[config.mk]
export PLATFORM = sky130hd
export DESIGN_NAME = pc_seq
export DESIGN_NICKNAME = d
export VERILOG_FILES = /design/src/rtl/pc_seq.sv
export SDC_FILE = /design/constraint.sdc
export NUM_CORES = 1
export LEC_CHECK = 0
export ABC_AREA = 1
export CAP_MARGIN = 40
export CORE_MARGIN = 4
export CORE_UTILIZATION = 56
export CTS_CLUSTER_SIZE = 30
export DETAILED_ROUTE_END_ITERATION = 12
export GPL_TIMING_DRIVEN = 0
export MAX_ROUTING_LAYER = met4
export PLACE_DENSITY = 0.78
export SLEW_MARGIN = 20
export SYNTH_ARGS = -nofsm -noshare
export SYNTH_HDL_FRONTEND = slang
export SYNTH_SLANG_ARGS = --single-unit
[constraint.sdc]
create_clock -name clk -period 7.46 [get_ports clk]
set_clock_uncertainty 0.15 [all_clocks]
set_input_delay 1.119 -clock clk [delete_from_list [all_inputs] [get_ports clk]]
set_output_delay 1.119 -clock clk [all_outputs]
set_load 0.03 [all_outputs]
[src/rtl/pc_seq.sv]
// -----------------------------------------------------------------------------
// pc_seq -- parametrised program counter for the front of the fetch path.
//
// The PC advances once every CPI non-stalled clock cycles (an "advance
// event"). On an advance event exactly one action is taken, chosen by fixed
// priority: ret, call, abs_jump, rel_jump, then plain increment. call/ret use
// a small LIFO of return addresses; misuse of the stack raises sticky flags.
//
// Parameters:
//   D           PC / target width in bits
//   CPI         clock cycles per PC advance (>= 1)
//   OFFS_W      relative-jump offset width (two's complement)
//   STACK_DEPTH return-address stack entries (>= 1)
//
// Ports:
//   clk        in   system clock, rising edge
//   reset      in   synchronous active-low reset (0 = reset), highest priority
//   stall      in   freezes phase counter and PC while high
//   abs_jump   in   absolute jump request (prog_ctr <= target)
//   rel_jump   in   relative jump request (prog_ctr <= prog_ctr + offset)
//   call       in   push prog_ctr+1, then jump to target
//   ret        in   pop return address into prog_ctr
//   target     in   [D-1:0] absolute jump/call destination
//   offset     in   [OFFS_W-1:0] signed relative offset
//   prog_ctr   out  [D-1:0] current program counter (registered)
//   step       out  one-cycle pulse, high in the cycle after prog_ctr updates
//   stack_ovf  out  sticky: call attempted with stack full
//   stack_unf  out  sticky: ret attempted with stack empty
//
// Control inputs are only looked at on the advance-event cycle; whatever they
// carry on any other cycle is ignored, and lower-priority requests that lose
// arbitration are dropped rather than queued.
// -----------------------------------------------------------------------------
module pc_seq #(
    parameter int D           = 12,
    parameter int CPI         = 10,
    parameter int OFFS_W      = 8,
    parameter int STACK_DEPTH = 4
) (
    input  logic              clk,
    input  logic              reset,
    input  logic              stall,
    input  logic              abs_jump,
    input  logic              rel_jump,
    input  logic              call,
    input  logic              ret,
    input  logic [D-1:0]      target,
    input  logic [OFFS_W-1:0] offset,
    output logic [D-1:0]      prog_ctr,
    output logic              step,
    output logic              stack_ovf,
    output logic              stack_unf
);

    // -------------------------------------------------------------------------
    // Derived widths
    // -------------------------------------------------------------------------
    // Phase counter: clog2(CPI) bits, never narrower than one bit.
    localparam int PW  = (CPI > 1) ? $clog2(CPI) : 1;
    // Stack pointer must represent 0..STACK_DEPTH inclusive.
    localparam int SPW = $clog2(STACK_DEPTH + 1);
    // Index into the entry array; the array is rounded up to 2**IW entries so
    // the index width matches the array exactly. Entries at or above
    // STACK_DEPTH are never written or read.
    localparam int IW  = (STACK_DEPTH > 1) ? $clog2(STACK_DEPTH) : 1;

    localparam logic [PW-1:0]  PH_LAST = PW'(CPI - 1);
    localparam logic [SPW-1:0] SP_FULL = SPW'(STACK_DEPTH);
    localparam logic [SPW-1:0] SP_ONE  = SPW'(1);
    localparam logic [D-1:0]   PC_ONE  = D'(1);

    // -------------------------------------------------------------------------
    // State
    // -------------------------------------------------------------------------
    logic [PW-1:0]  phase;
    logic [SPW-1:0] sp;
    logic           step_pend;   // advance happened last edge; step follows
    logic [D-1:0]   stack_mem [2**IW];

    // -------------------------------------------------------------------------
    // Combinational helpers
    // -------------------------------------------------------------------------
    logic           advance;
    logic [D-1:0]   pc_inc;
    logic [D-1:0]   offs_ext;
    logic [IW-1:0]  push_idx;
    logic [IW-1:0]  top_idx;
    logic           stack_empty;
    logic           stack_full;

    // Next-state values produced by the action arbiter
    logic [D-1:0]   pc_nxt;
    logic [SPW-1:0] sp_nxt;
    logic           push_en;
    logic           ovf_set;
    logic           unf_set;

    assign advance     = (phase == PH_LAST) && !stall;
    assign pc_inc      = prog_ctr + PC_ONE;
    // A size cast of a signed operand sign-extends when widening and truncates
    // when narrowing, which covers both OFFS_W < D and OFFS_W > D.
    assign offs_ext    = D'($signed(offset));
    assign stack_empty = (sp == '0);
    assign stack_full  = (sp == SP_FULL);
    assign push_idx    = IW'(sp);
    assign top_idx     = IW'(sp - SP_ONE);

    // -------------------------------------------------------------------------
    // Action arbiter: exactly one action per advance event.
    // -------------------------------------------------------------------------
    always_comb begin
        pc_nxt  = prog_ctr;
        sp_nxt  = sp;
        push_en = 1'b0;
        ovf_set = 1'b0;
        unf_set = 1'b0;

        if (advance) begin
            if (ret) begin
                // ret beats call, so a simultaneous call never pushes.
                if (!stack_empty) begin
                    pc_nxt = stack_mem[top_idx];
                    sp_nxt = sp - SP_ONE;
                end else begin
                    pc_nxt  = pc_inc;
                    unf_set = 1'b1;
                end
            end else if (call) begin
                // The jump happens whether or not the push fits.
                pc_nxt = target;
                if (!stack_full) begin
                    push_en = 1'b1;
                    sp_nxt  = sp + SP_ONE;
                end else begin
                    ovf_set = 1'b1;
                end
            end else if (abs_jump) begin
                pc_nxt = target;
            end else if (rel_jump) begin
                pc_nxt = prog_ctr + offs_ext;
            end else begin
                pc_nxt = pc_inc;
            end
        end
    end

    // -------------------------------------------------------------------------
    // Phase counter, PC, stack pointer, step pipeline and sticky flags
    // -------------------------------------------------------------------------
    always_ff @(posedge clk) begin
        if (!reset) begin
            phase     <= '0;
            prog_ctr  <= '0;
            sp        <= '0;
            step_pend <= 1'b0;
            step      <= 1'b0;
            stack_ovf <= 1'b0;
            stack_unf <= 1'b0;
        end else begin
            if (!stall) begin
                if (phase == PH_LAST) begin
                    phase <= '0;
                end else begin
                    phase <= phase + PW'(1);
                end
            end

            prog_ctr <= pc_nxt;
            sp       <= sp_nxt;

            // prog_ctr updates on the advance edge; step is asserted for the
            // whole cycle after the one in which the new value first appears.
            step_pend <= advance;
            step      <= step_pend;

            if (ovf_set) begin
                stack_ovf <= 1'b1;
            end
            if (unf_set) begin
                stack_unf <= 1'b1;
            end
        end
    end

    // -------------------------------------------------------------------------
    // Return-address storage. Contents are not reset (pointer reset is enough
    // to make them unreachable); the write is gated by reset so a call on the
    // reset edge leaves nothing behind.
    // -------------------------------------------------------------------------
    always_ff @(posedge clk) begin
        if (reset && push_en) begin
            stack_mem[push_idx] <= pc_inc;
        end
    end

endmodule

==> results.yml, run 1 <==
outcome:
  outcome: "finished clean"
clock_network:
  cts_tree: "built"
  ctsHoldBuffers: 0
  cts_inserted_buffers: 9
  path_clk_slew_ns: 0.07
  cts_root_buf: "clkbuf_8"
  post_cts_resized: 0
  clk_latency_ns: 0.35
  cts_num_sinks: 71
  cts_setup_buffers: 0
  htreeDepth: 3
  clock_path_buffers: 2
global_route:
  grt_start_max_net_pins: 13
  antenna_found_initial: 0
  grt_remaining_overflow: 0
  grt_pass1_vias: 3574
  grt.total_usage_pct: 27.3
  grt_pass1_wl_um: 17600
setup_path:
  arrival_ns: 3.58
  critPathRequiredTime_ns: 7.37
  worst_setup_path_end_kind: "flip-flop"
  critPathKind: "input port to flip-flop"
  cp_max_fo: 8
  cp_slowest_cell: "nor2_1"
  startpoint_type: "input port"
  r2r_cells: 9
  path_cells: "clkdlybuf4s50_1 -> inv_1 -> nand2_1 -> nor2_1 -> inv_2 -> nor2_4 -> inv_2 -> nor2_4 -> nand4_1 -> nor2_1 -> buf_4"
  slowest_delay_ns: 0.63
die:
  chipHeight_um: 93.0
  die_w_um: 93.0
  dieArea_um2: 8640
  fp-row-count: 30
  coreArea_um2: 6910
  ios: 42
  start_util_pct: 58.5
drt:
  drt-vias-per-instance: 5.57
  drtPass1Iterations: 5
  ant_nets: 0
  drt-initial-drc-count: 298
  wl_per_cell_um: 16.5
  wl_um: 10700
  vias: 3601
  drc: 0
placed_design:
  dp_hpwl_um: 7990
  io_buffers: 40
  gp_congestion: 0.854
  dp_slack_ns: 3.46
logic_synthesis:
  postSynthAreaPerCell_um2: 8.23
  yosys_register_bits: 71
  synth.distinct_cells: 37
  syn_nets: 537
  synthesis.instances: 491
  seq_area_frac_synth_pct: 47.0
  synthesis.area_um2: 4040
  ys_warn_count: 0
layout:
  final_cell_mix: "nand2_1 (114), inv_1 (54), nor2_1 (52)"
  drive_gt1_share_pct: 6.72
  diodes: 0
  final_common_cell: "nand2_1"
  syn_to_final_growth_pct: 19.2
  nFillCells: 578
  num-nets-final: 592
power:
  leakagePower_nw: 1.97
  power.density_nw_per_um2: 169
  vdd_drop_max_v: 0.000126
timing:
  max_freq_ghz: 0.273
  slew_headroom_pct: 50.9
  hold_violations: 0
  worst_slack_ns: 3.79
  tightest_slew_ns: 0.734
  tns_ns: 0
  finalSetupViolations: 0
  period_needed_ns: 3.67
  fin_crit_sh_pct: 49.2
  rsz0062_at_grt: "no"
  drv_slew: 0
hold_path:
  hold_path_depth: 2
  hold_class: "flip-flop to flip-flop"
run:
  max_cap_violations: 0
-- power breakdown --
part,switching [W],total (W),internal [W]
combinational,0.0000293,0.0000526,0.0000233
clock,0.000148,0.000345,0.000197
sequential,0.000000781,0.000416,0.000415
total,0.000178,0.000814,0.000636
-- routing by layer --
metal / GRT usage, % / wire length (µm) / up-vias
met3: 4.22 / 726 / 28
met5: - / 0 / -
met2: 44.2 / 5080 / 144
met4: 10.7 / 282 / 0
met1: 34.5 / 4560 / 1650
li1: - / - / 1779
-- cell usage after synthesis, drive strengths merged --
master   instances  share of area [%]
o21ai           49                6.1
a221oi           4               0.87
clkbuf           8               0.74
nand3           26                3.2
dfxtp           23                 11
nand2          115                 11
o22ai           10                1.5
nor2            56                5.7
o2111ai          1               0.22
a211oi           1               0.19
nand4            8                1.2
xnor2            3               0.84
fa               1               0.50
o211ai           5               0.93
a22oi            3               0.56
ha              18                5.6
nor3             4               0.77
inv             56                5.2
a21o             2               0.37
edfxtp          48                 36
a311oi           1               0.22
xor2             8                1.9
a31oi            1               0.15
nand3b           1               0.19
clkinv           1              0.093
a21oi           31                4.1
buf              7                1.0
-- worst max-delay path, delay by kind of cell --
family | cells | cell delay [ns]
and+or+nand+nor | 6 | 1.48
buffers and inverters | 5 | 0.99
-- area by class of cell --
class | instances | area [µm²] | share of cell area (%)
multi-input combinational | 348 | 1860 | 38.5
tap | 96 | 120 | 2.49
buffer | 15 | 71.3 | 1.48
inverter | 57 | 214 | 4.44
timing repair buffer | 44 | 434 | 9.01
sequential | 71 | 1900 | 39.5
clock inverter | 5 | 81.3 | 1.69
clock buffer | 11 | 141 | 2.93
-- flip-flops by register name (all words and copies together), names as in the netlist --
signal	cells
step	1
sp	3
stack_unf	1
stack_mem	48
stack_ovf	1
phase	4
prog_ctr	12
step_pend	1
-- through the flow --
stage	power, W	util [%]	hold WS, ns	std cells	instance area, µm²
2_1_floorplan	0.000453	-	0.240	491	4040
3_3_place_gp	0.000476	66.1	0.254	627	4560
3_5_place_dp	0.000477	66.6	0.255	631	4600
4_1_cts	0.000813	69.8	0.268	647	4820
5_1_grt	0.000840	69.8	0.279	647	4820
6_report	0.000814	69.8	0.269	647	4820
-- path summary, 6_finish.rpt --
kind	start	to	slack [ns]
worst max-delay path	stall	stack_mem[1][6]	3.79
worst min-delay path	step_pend	step	0.27
worst max register to register	sp[0]	stack_mem[1][6]	4.43
worst min register to register	step_pend	step	0.27
-- cells by family after synthesis --
| group | count (synthesis) | synth area share (%) |
|---|---|---|
| AO/OA/AOI/OAI | 108 | 15.2 |
| XOR/XNOR | 11 | 2.75 |
| adder cells (fa/ha/maj) | 19 | 6.07 |
| buffers and inverters | 72 | 7.06 |
| flip-flops | 71 | 47.0 |
| AND/OR/NAND/NOR | 210 | 21.9 |
No activity file was read; power rests on OpenSTA's default activity.
==> inputs of run 2 (changes only) <==
--- a/config.mk
+++ b/config.mk
@@ -8,12 +8,12 @@
 export ABC_AREA = 1
 export CAP_MARGIN = 40
 export CORE_MARGIN = 4
-export CORE_UTILIZATION = 56
+export CORE_UTILIZATION = 52
 export CTS_CLUSTER_SIZE = 30
 export DETAILED_ROUTE_END_ITERATION = 12
 export GPL_TIMING_DRIVEN = 0
 export MAX_ROUTING_LAYER = met4
-export PLACE_DENSITY = 0.78
+export PLACE_DENSITY = 0.76
 export SLEW_MARGIN = 20
 export SYNTH_ARGS = -nofsm -noshare
 export SYNTH_HDL_FRONTEND = slang
==> constraint.sdc (replaced) <==
create_clock -name clk -period 3.2 [get_ports clk]
set_clock_uncertainty 0.15 [all_clocks]
set_input_delay 0.48 -clock clk [delete_from_list [all_inputs] [get_ports clk]]
set_output_delay 0.48 -clock clk [all_outputs]
set_load 0.03 [all_outputs]
==> results.yml, run 2 (synthesis results as in run 1) <==
placed_design:
  dp_slack_ns: -0.222
  dp_cells: 634
  gp_congestion: 0.938
  dp_hpwl_um: 8180
  io_buffers: 40
layout:
  diodes: 0
  top_register: "stack_mem"
  nFillCells: 643
  finalNonFillerCells: 650
  final_common_cell: "nand2_1"
  largest_register_ffs: 48
  reg_top3: "stack_mem (48), prog_ctr (12), phase (4)"
  drive_gt1_share_pct: 7.08
  num-nets-final: 592
  syn_to_final_growth_pct: 19.4
  final_cell_mix: "nand2_1 (114), inv_1 (54), nor2_1 (51)"
setup_path:
  startpoint_type: "input port"
  arrival_ns: 2.89
  reg2reg_from: "sp[0]"
  rrSetupSlack_ns: 0.24
  regToRegEndpoint: "stack_mem[1][2]"
  cp_slowest_cell: "nor2_1"
  critical_path_cell_count: 11
  path_buf_inv: 5
  path_cells: "clkdlybuf4s50_1 -> inv_1 -> nand2_1 -> nor2_1 -> inv_2 -> nor2_4 -> inv_2 -> nor2_4 -> nand4_1 -> nor2_1 -> buf_6"
  cp_max_fo: 8
  r2r_cells: 9
  worst_setup_path_end_kind: "flip-flop"
  critPathTopFamily: "simple AND/OR/NAND/NOR gates"
  slowest_delay_ns: 0.56
  critPathRequiredTime_ns: 3.10
  critPathKind: "input port to flip-flop"
global_route:
  grt.total_usage_pct: 25.7
  use_met3_pct: 3.05
  busiest_layer: "met2"
  gr-usage-met2_pct: 43.0
  grt_pass1_wl_um: 17300
  antenna_found_initial: 0
  grt_pass1_vias: 3517
  grt_start_max_net_pins: 14
  grt_remaining_overflow: 0
  use_met1_pct: 32.2
timing:
  worst_slack_ns: 0.210
  hold_violations: 0
  rsz0062_at_grt: "no"
  fin_crit_sh_pct: 93.4
  period_needed_ns: 2.99
  tightest_slew_ns: 0.648
  drv_slew: 0
  finalSetupViolations: 0
  slew_headroom_pct: 56.6
  max_freq_ghz: 0.334
die:
  dieArea_um2: 9250
  ios: 42
  start_util_pct: 54.6
  coreArea_um2: 7410
  fp-row-count: 31
  die_w_um: 96.2
  chipHeight_um: 96.2
clock_network:
  cts_setup_buffers: 0
  htreeDepth: 3
  cts_num_sinks: 71
  clk_latency_ns: 0.34
  path_clk_slew_ns: 0.08
  clock_path_buffers: 2
  cts_inserted_buffers: 9
  cts_tree: "built"
  cts_root_buf: "clkbuf_8"
power:
  total_power_w: 0.00188
  leakagePower_nw: 1.98
  vdd_drop_max_v: 0.000210
  power.density_nw_per_um2: 389
drt:
  drc: 0
  drt-vias-per-instance: 5.69
  drtPass1Iterations: 6
  wl_um: 11000
  wl_per_cell_um: 16.9
  drt-initial-drc-count: 403
  vias: 3697
  ant_nets: 0
outcome:
  outcome: "finished clean"
hold_path:
  holdPathEnd: "step"
  hold_class: "flip-flop to flip-flop"
  hold_path_depth: 2
  min_from: "step_pend"
run:
  max_cap_violations: 0
==> run 2: cell count changes in the layout (fill, tap and decap cells not counted) <==
cell | before | now
inv_6 | 0 | 2
buf_4 | 3 | 2
buf_6 | 2 | 3
clkbuf_1 | 9 | 8
clkbuf_8 | 10 | 9
clkinv_2 | 1 | 2
clkinv_4 | 1 | 0
nor2_1 | 52 | 51
nor2_2 | 2 | 3
==> run 2: where the power goes <==
| part | switching, W | internal (W) |
|---|---|---|
| Clock | 0.000344 | 0.000441 |
| Sequential | 0.00000182 | 0.000968 |
| Combinational | 0.0000694 | 0.0000543 |
| Total | 0.000415 | 0.00146 |
==> run 2: cell type report <==
cell class	count	area, µm²	share of cell area (%)
flip-flops and latches	71	1900	39.4
multi-input cells	348	1860	38.5
repair buffers	44	438	9.07
inverters	57	214	4.43
clock buffers	9	124	2.57
well taps	99	124	2.57
clock inverters	7	95.1	1.97
plain buffers	15	71.3	1.48
==> run 2: timing repair <==
action | CTS | global route
setup endpoints to repair | 0 | 5
resized for setup | 0 | 1
hold buffers | 0 | 0
==> run 2: per-stage QoR <==
stage / hold slack, ns / TNS, ns / util (%) / instance area (µm²)
floorplan: 0.240 / 0 / - / 4040
global placement: 0.258 / -13.23 / 61.6 / 4570
detailed placement: 0.267 / -2.15 / 62.2 / 4600
CTS: 0.279 / 0 / 65.1 / 4820
global route: 0.293 / 0 / 65.1 / 4830
finish: 0.275 / 0 / 65.1 / 4830
==> run 2: how the worst max path moves through the flow <==
| stage | startpoint | end | slack, ns |
|---|---|---|---|
| after floorplan | sp[0] | stack_mem[1][0] | 0.73 |
| after global placement | stall | stack_mem[3][4] | -0.30 |
| after detailed placement | stall | stack_mem[2][2] | -0.22 |
| after CTS | stall | stack_mem[2][5] | 0.11 |
| after global routing | stall | stack_mem[1][2] | 0.02 |
| final | stall | stack_mem[1][2] | 0.21 |
==> run 2: worst register-to-register path, stage by stage (launching register included) <==
cell and delay (ns):
dfxtp_1 0.37, buf_2 0.23, inv_1 0.12, buf_2 0.22, ha_1 0.28, ha_1 0.22, inv_1 0.09, nand4_1 0.21
nor2_1 0.57, buf_6 0.22
==> run 2: per-layer routing <==
layer / up-vias / wire (µm)
met5: - / 0
met4: 0 / 308
met3: 38 / 843
met2: 190 / 5260
met1: 1690 / 4570
li1: 1779 / -
==> inputs of run 3 (changes only) <==
--- a/config.mk
+++ b/config.mk
@@ -8,12 +8,12 @@
 export ABC_AREA = 1
 export CAP_MARGIN = 40
 export CORE_MARGIN = 4
-export CORE_UTILIZATION = 52
-export CTS_CLUSTER_SIZE = 30
+export CORE_UTILIZATION = 56
 export DETAILED_ROUTE_END_ITERATION = 12
+export DONT_BUFFER_PORTS = 1
 export GPL_TIMING_DRIVEN = 0
 export MAX_ROUTING_LAYER = met4
-export PLACE_DENSITY = 0.76
+export PLACE_DENSITY = 0.73
 export SLEW_MARGIN = 20
 export SYNTH_ARGS = -nofsm -noshare
 export SYNTH_HDL_FRONTEND = slang
==> results.yml, run 3 (synthesis results as in run 1) <==
outcome:
  outcome: "finished clean"
placed_design:
  gp_congestion: 0.926
  dp_cells: 590
  placed_cell_area_um2: 4190
  dp_hpwl_um: 7660
  io_buffers: 0
layout:
  nFillCells: 621
  top_register: "stack_mem"
  drive_gt1_share_pct: 7.06
  final_cell_mix: "nand2_1 (114), inv_1 (54), nor2_1 (51)"
  layout.area.seq_um2: 1900
  post-route-util_pct: 63.8
  stdcell_area_um2: 4400
  diodes: 0
  syn_to_final_growth_pct: 8.94
  num-nets-final: 551
  final_common_cell: "nand2_1"
  multi_input_area_um2: 1860
  finalNonFillerCells: 606
  largest_register_ffs: 48
  reg_top3: "stack_mem (48), prog_ctr (12), phase (4)"
clock_network:
  ctsHoldBuffers: 0
  cts_setup_buffers: 0
  post_cts_resized: 0
  cts_root_buf: "clkbuf_8"
  clock_path_buffers: 2
  clk_latency_ns: 0.35
  cts_num_sinks: 71
  cts_tree: "built"
  path_clk_slew_ns: 0.08
  htreeDepth: 3
  cts_inserted_buffers: 9
power:
  switching_share_pct: 21.9
  switchingPower_w: 0.000402
  power.density_nw_per_um2: 417
  intPower_w: 0.00143
  vdd_drop_max_v: 0.000177
  leakagePower_nw: 1.81
  total_power_w: 0.00183
  combPwrFrac_pct: 4.7
  seqPwrFrac_pct: 52.9
  pwr-share-clk_pct: 42.4
timing:
  fin_crit_sh_pct: 92.2
  rsz0062_at_grt: "no"
  finalSetupViolations: 0
  drv_slew: 0
  period_needed_ns: 2.95
  tns_ns: 0
  tightest_slew_ns: 0.727
  slew_headroom_pct: 51.5
  max_freq_ghz: 0.339
  hold_violations: 0
hold_path:
  min_from: "call"
  hold_class: "input port to flip-flop"
  hold_path_depth: 2
  holdPathEnd: "stack_ovf"
setup_path:
  cp_max_fo: 11
  regToRegEndpoint: "stack_mem[2][2]"
  r2r_cells: 9
  rrSetupSlack_ns: 0.25
  critPathRequiredTime_ns: 3.11
  reg2reg_from: "sp[0]"
  critPathKind: "flip-flop to flip-flop"
  arrival_ns: 2.86
  startpoint_type: "flip-flop"
  worst_setup_path_end_kind: "flip-flop"
die:
  chipHeight_um: 93.0
  dieArea_um2: 8640
  die_w_um: 93.0
  start_util_pct: 58.5
  ios: 42
  coreArea_um2: 6910
  fp-row-count: 30
drt:
  wl_um: 10300
  vias: 3442
  drt-initial-drc-count: 270
  drc: 0
  wl_per_cell_um: 17.0
  drtPass1Iterations: 5
  drt-vias-per-instance: 5.68
  ant_nets: 0
global_route:
  grt_remaining_overflow: 0
  antenna_found_initial: 0
  grt_start_max_net_pins: 13
  grt_pass1_wl_um: 16800
  grt.total_usage_pct: 26.1
  grt_pass1_vias: 3315
run:
  max_cap_violations: 0
-- run 3: power groups by stage --
stage                     clock network (W)  registers [W]  logic (W)
after global routing               0.000819       0.000970  0.0000985
after global placement                    0       0.000991  0.0000847
after floorplan                           0       0.000991  0.0000653
after detailed placement                  0       0.000991  0.0000851
final                              0.000778       0.000970  0.0000868
after CTS                          0.000780       0.000970  0.0000857
-- run 3: area by class of cell --
| cell class | count | area share, % |
|---|---|---|
| repair buffers | 3 | 0.597 |
| flip-flops and latches | 71 | 43.2 |
| clock buffers | 10 | 2.90 |
| multi-input cells | 348 | 42.2 |
| inverters | 57 | 4.86 |
| plain buffers | 15 | 1.62 |
| well taps | 96 | 2.73 |
| clock inverters | 6 | 1.93 |
-- run 3: worst max-delay path, stage by stage, from the launching register on --
cell and delay [ns]:
dfxtp_1 0.37, buf_2 0.22, inv_1 0.13, buf_2 0.22
ha_1 0.28, ha_1 0.21, inv_1 0.07, nand4_1 0.19
nor2_1 0.54, buf_4 0.28
-- run 3: how the worst max path moves through the flow --
stage	from	end	slack, ns	cells past startpoint
floorplan	sp[0]	stack_mem[1][0]	0.73	8
detailed placement	sp[0]	stack_mem[2][4]	0.27	9
CTS	sp[0]	stack_mem[2][2]	0.25	9
finish	sp[0]	stack_mem[2][2]	0.25	9
global placement	sp[0]	stack_mem[0][1]	0.09	8
global route	sp[0]	prog_ctr[0]	0.04	12
-- run 3: layer usage --
metal | up-vias | global-route usage [%] | part of all wire (%)
met4 | 0 | 8.06 | 1.7
met2 | 100 | 43.6 | 49
met3 | 15 | 4.55 | 5.8
met1 | 1628 | 32.6 | 43
met5 | - | - | 0
li1 | 1699 | - | -
-- run 3: stage by stage --
stage	worst slack, ns	hold slack, ns
2_1_floorplan	0.726	0.240
3_3_place_gp	0.0862	0.247
3_5_place_dp	0.266	0.246
4_1_cts	0.248	0.137
5_1_grt	0.0443	0.156
6_report	0.251	0.138
